**src/rtl/instruction_memory.sv**
```systemverilog
// -----------------------------------------------------------------------------
// instruction_memory
//   Read-only instruction store for the single-cycle CPU datapath. The byte PC
//   selects a 32-bit word, which is split into Opcode, Rd, Rs1, Rs2 and a
//   sign-extended 14-bit Offset. All outputs are registered and appear one
//   clock after PC is presented.
//
// Parameters
//   Ancho     instruction/PC/Offset width (only 32 is supported)
//   NumInst   number of stored instruction words (word 0 .. NumInst-1)
//   INIT_FILE must be left empty: this ROM holds only its built-in program,
//             and naming an image file stops elaboration with an error
//
// Ports
//   clk     in   1      rising-edge clock
//   rst_n   in   1      synchronous reset, active-low; clears all outputs
//   PC      in   Ancho  byte address of the instruction to fetch
//   Opcode  out  3      instr[2:0]
//   Rd      out  5      instr[7:3]
//   Rs1     out  5      instr[12:8]
//   Rs2     out  5      instr[17:13]
//   Offset  out  Ancho  instr[31:18] sign-extended
//   Valid   out  1      PC was word-aligned and inside the program
// -----------------------------------------------------------------------------
module instruction_memory #(
  parameter int    Ancho     = 32,
  parameter int    NumInst   = 7,
  parameter string INIT_FILE = ""
) (
  input  logic             clk,
  input  logic             rst_n,
  input  logic [Ancho-1:0] PC,
  output logic [2:0]       Opcode,
  output logic [4:0]       Rd,
  output logic [4:0]       Rs1,
  output logic [4:0]       Rs2,
  output logic [Ancho-1:0] Offset,
  output logic             Valid
);

  // Catch unsupported configurations at elaboration instead of misbehaving.
  if (Ancho != 32) begin : g_bad_width
    $error("instruction_memory: only Ancho = 32 is supported");
  end
  if (INIT_FILE != "") begin : g_no_file
    $error("instruction_memory: image files are not loaded; leave INIT_FILE empty");
  end

  // Index width is the full PC word index so high PCs never alias into range.
  localparam logic [29:0] NUM_INST_W = 30'(NumInst);

  // Built-in program; words beyond the table read as zero (NOP).
  function automatic logic [31:0] rom_word(input logic [29:0] idx);
    case (idx)
      30'd0:   rom_word = 32'h0010_0208;  // LW   x1, 4(x2)
      30'd1:   rom_word = 32'h0020_0218;  // LW   x3, 8(x2)
      30'd2:   rom_word = 32'h0000_6122;  // ADD  x4, x1, x3
      30'd3:   rom_word = 32'h0000_242B;  // SUB  x5, x4, x1
      30'd4:   rom_word = 32'h0030_A201;  // SW   x5, 12(x2)
      30'd5:   rom_word = 32'hFFFC_0035;  // ADDI x6, x0, -1
      30'd6:   rom_word = 32'hFFE0_4104;  // BEQ  x1, x2, -8
      default: rom_word = 32'h0000_0000;
    endcase
  endfunction

  logic [29:0] idx_s;
  logic        in_range_s;
  logic [31:0] instr_s;

  logic [2:0]  opcode_r;
  logic [4:0]  rd_r;
  logic [4:0]  rs1_r;
  logic [4:0]  rs2_r;
  logic [31:0] offset_r;
  logic        valid_r;

  assign idx_s      = PC[31:2];
  assign in_range_s = (PC[1:0] == 2'b00) && (idx_s < NUM_INST_W);

  // Select the fetched word; anything out of range becomes an all-zero NOP.
  always_comb begin
    instr_s = 32'h0000_0000;
    if (in_range_s) begin
      instr_s = rom_word(idx_s);
    end else begin
      instr_s = 32'h0000_0000;
    end
  end

  // Output register: reset has priority, otherwise split the fetched word.
  always_ff @(posedge clk) begin
    if (!rst_n) begin
      opcode_r <= 3'd0;
      rd_r     <= 5'd0;
      rs1_r    <= 5'd0;
      rs2_r    <= 5'd0;
      offset_r <= 32'h0000_0000;
      valid_r  <= 1'b0;
    end else begin
      opcode_r <= instr_s[2:0];
      rd_r     <= instr_s[7:3];
      rs1_r    <= instr_s[12:8];
      rs2_r    <= instr_s[17:13];
      offset_r <= {{18{instr_s[31]}}, instr_s[31:18]};
      valid_r  <= in_range_s;
    end
  end

  assign Opcode = opcode_r;
  assign Rd     = rd_r;
  assign Rs1    = rs1_r;
  assign Rs2    = rs2_r;
  assign Offset = offset_r;
  assign Valid  = valid_r;

endmodule

```
**config.mk**
```make
export PLATFORM = sky130hd
export DESIGN_NAME = instruction_memory
export DESIGN_NICKNAME = d
export VERILOG_FILES = /design/src/rtl/instruction_memory.sv
export SDC_FILE = /design/constraint.sdc
export NUM_CORES = 1
export LEC_CHECK = 0
export BUFFER_PORTS_ARGS = -buffer_cell sky130_fd_sc_hd__buf_2
export CORE_ASPECT_RATIO = 0.75
export CORE_MARGIN = 2
export CORE_UTILIZATION = 35
export DETAILED_ROUTE_END_ITERATION = 8
export PLACE_DENSITY = 0.76
export SYNTH_ARGS = -nofsm -noshare
export SYNTH_HDL_FRONTEND = slang
export SYNTH_SLANG_ARGS = --single-unit
```
**constraint.sdc**
```tcl
create_clock -name clk -period 1.7 [get_ports clk]
set_input_delay 0 -clock clk [delete_from_list [all_inputs] [get_ports clk]]
set_output_delay 0 -clock clk [all_outputs]
set_load 0.005 [all_outputs]
```
# Yosys cells after proc, flatten, opt, wreduce, memory -nomap -nowiden
# Cells that the tools add are included.
totals:
  regBits: 33
  latch_bits: 0
  ramBits: 0
  mem_bits_ro: 0
  input_bits: 34
  output_inout_bits: 51
  word_cells: 20
  memories: 0
op_classes:
  n_addsub: 0
  multipliers: 0
  div: 0
  n_lt_le_gt_ge: 1
  eq_ne: 6
  n_shift: 0
  muxes: 2
  bitwise_logic: 0
  reduce_logical: 4
op_table:
  columns: ["cell", "n"]
  rows:
  - ["case mux 32 bit (7 select lines)", 1]
  - ["== test 30 x 3 -> 1 bit, second input constant", 3]
  - ["== test 30 x 2 -> 1 bit, second input constant", 2]
  - ["two-way mux 32 bit", 1]
  - ["== test 30 x 1 -> 1 bit, second input constant", 1]
  - ["logical NOT 30 bit", 1]
  - ["< comparator 30 x 3 -> 1 bit, second input constant", 1]
  - ["logical NOT 2 bit", 1]
  - ["AND reduction 2 bit", 1]
  - ["logical AND 1 bit", 1]

# Depth between registers and ports, before layout
logic_depth:
  depth_word: 3
  depth_mapped: 4
  mapped_depth_nobuf: 3

# Least setup slack after synthesis
# No wires, ideal clock.
synth_path:
  kind: "register -> output"
  start: "reg, netlist name Offset[11]"
  end: "out Offset[10]"
  arrival_time_ns: 0.976
  required_ns: 1.700
  setup_slack_ns: 0.724
  path_stages_with_launch: 2
  n_path_buf: 1
  cell_sequence: "dfxtp_1 -> buf_4"
synth_lines:
  columns: ["item", "line_no", "text"]
  rows:
  - ["to (decl)", "37", "output logic [Ancho-1:0] Offset,"]

==> results_dict.tcl <==
set metrics [dict create \
    ant_nets 0 \
    drtIter0Drc 3 \
    ctsLongestPathBuffers 2 \
    finish.utilization 0.4414 \
    ioPinCount 85 \
    cts_buffers 3 \
    startpoint "Offset[11]$_SDFF_PN0_" \
    avgRoutedWirePerCell_um 10.48 \
    yosysUniqueCellTypes 23 \
    ys_seq_area_frac 0.3213 \
    root_buffer "clkbuf_4" \
    core-area_um2 2582 \
    crit_buf_inv 1 \
    slowest_delay_ns 0.70 \
    grt_pass1_wl_um 3022 \
    antenna_cells 0 \
    initial_core_util 0.3619 \
    synth.avg_cell_area_um2 9.838 \
    row_count 16 \
    tightest_slew_ns 0.5868 \
    max_slew_margin 0.6083 \
    min_period_ns 1.216 \
    grt_pass1_vias 709 \
    slowest_stage "dfxtp_1" \
    worstHoldEndpoint "Rd[1]$_SDFF_PN0_" \
    routed_via_density 4.414 \
    start_kind "register" \
    cts_setup_buffers 0 \
    area_growth_pct 21.95 \
    vias 799 \
    dieArea_um2 3104 \
    timing.hold.ws_ns 0.01595 \
    path_cells "buf_2" \
    clk_pin_slew_ns 0.09 \
    post_cts_resized 0 \
    path_class "reg -> out" \
    antenna_found_initial 0 \
    grt_max_degree 30 \
    cap_violations 0 \
    placed_cells 176 \
    fin_cells 181 \
    die_h_um 48.76 \
    yosysWarnings 0 \
    fp.dieW_um 63.67 \
    p_per_area_nw_per_um2 556.2 \
    hold_class "in -> reg" \
    dp_hpwl_um 1550 \
    rsz0062_at_grt "false" \
    htree_levels 1 \
    layout.nets 180 \
    numClockSinks 15 \
    hp-start "PC[3]" \
    drv_slew 0 \
    path_max_fanout 29 \
    netlist_area_um2 934.6 \
    cp.required_ns 1.70 \
    whs_path_depth 2 \
    setup_viol 0 \
    ys_ff_latch 15 \
    vdd_drop_max_v 0.0003369 \
    fmax_mhz 822.6 \
    crit_path_end_kind "primary output" \
    tritoncts "built" \
    layout-drive-gt1-share 0.6828 \
    grt_util_all_layers 0.1259 \
    cellLeakagePower_uw 0.0006070 \
    syn_inst 95 \
    fin_setup_tns_ns 0 \
    gr-total-overflow 0 \
    io_buffers 78 \
    gp_congestion 0.8193 \
    path_delay_family "flip-flops" \
    finalPower_uw 634.0 \
    final-hold-violation-count 0 \
    drc_errors 0 \
    status "complete, no violations" \
    cp.arrival_ns 1.22 \
    final.period_utilization 0.7151 \
    dr.pass1.iters 2 \
    finalWirelength_um 1896 \
]
what timing repair did:
| item | in CTS | in global routing |
|---|---|---|
| setup endpoints to repair | 0 | 0 |
| hold buffers | 1 | 0 |
| hold endpoints to repair | 1 | 0 |
synthesized netlist by cell type:
cell type,number,area [µm²]
a2111oi_1,2,20.02
a21oi_1,2,10.01
buf_2,1,5.000
buf_4,36,270.3
buf_6,2,22.52
clkbuf_1,1,3.750
conb_1,1,3.750
dfxtp_1,15,300.3
inv_1,2,7.510
mux2_2,1,11.26
nand2_1,2,7.510
nand4_1,1,6.260
nand4_2,1,12.51
nor2_1,2,7.510
nor2_2,1,6.260
nor2b_1,3,18.77
nor3_1,1,5.000
nor3b_1,1,7.510
nor4_1,4,25.02
nor4_2,11,137.6
nor4b_1,3,26.28
nor4b_2,1,15.01
o21ai_0,1,5.000
report_power, final:
| group | switching, µW | total [µW] | internal, µW |
|---|---|---|---|
| Combinational | 41.3 | 81.5 | 40.3 |
| Sequential | 0.000000138 | 351 | 351 |
| Clock | 114 | 201 | 87.6 |
metrics by stage:
step                      area [µm²]  setup slack (ns)
after floorplan                953.4            0.7244
after global placement          1102            0.4284
after detailed placement        1102            0.3433
after CTS                       1140            0.4365
after global routing            1140            0.3313
final                           1140            0.4843
flip-flops by register name (all words and copies together), names as in the netlist:
signal  count
Offset      4
Rd          3
Rs1         3
Valid       1
Rs2         2
Opcode      2
per-layer routing:
layer	global-route usage	routed length [µm]	vias to the layer above
met2	0.2316	963	58
met1	0.1298	681	346
met3	0.04186	209	4
met4	0.05435	42	0
met5	0	0	-
li1	-	-	391
cell usage in the layout (no fill, tap or decap), drive strengths merged, types with 3 or more instances in the layout:
cell	count
dfxtp	15
nor2b	3
buf	80
conb	6
nor2	3
nor4b	4
nor4	15
clkbuf	3
cells by family after synthesis:
family                 Yosys count  share of synthesized area
other                            1                   0.004012
and+or+nand+nor                 31                     0.2945
buffers and inverters           42                     0.3306
muxes                            1                    0.01205
DFF                             15                     0.3213
AOI/OAI and AO/OA                5                    0.03748
worst max-delay path by stage:
stage | endpoint | slack, ns | depth (start not counted)
finish | Offset[31] | 0.48 | 1
global route | Offset[17] | 0.33 | 1
CTS | Offset[6] | 0.44 | 1
detailed placement | Offset[3]$_SDFF_PN0_ | 0.34 | 5
global placement | Offset[1]$_SDFF_PN0_ | 0.43 | 5
floorplan | Offset[10] | 0.72 | 1
final cells by class:
type                       count  area, µm²
tap                           36      45.04
multi-input combinational     43      344.1
sequential                    15      300.3
inverter                       2      7.507
fill                         239       1443
timing repair buffer          81      415.4
clock inverter                 1      5.005
clock buffer                   3      22.52
(Power assumes the default switching activity.)
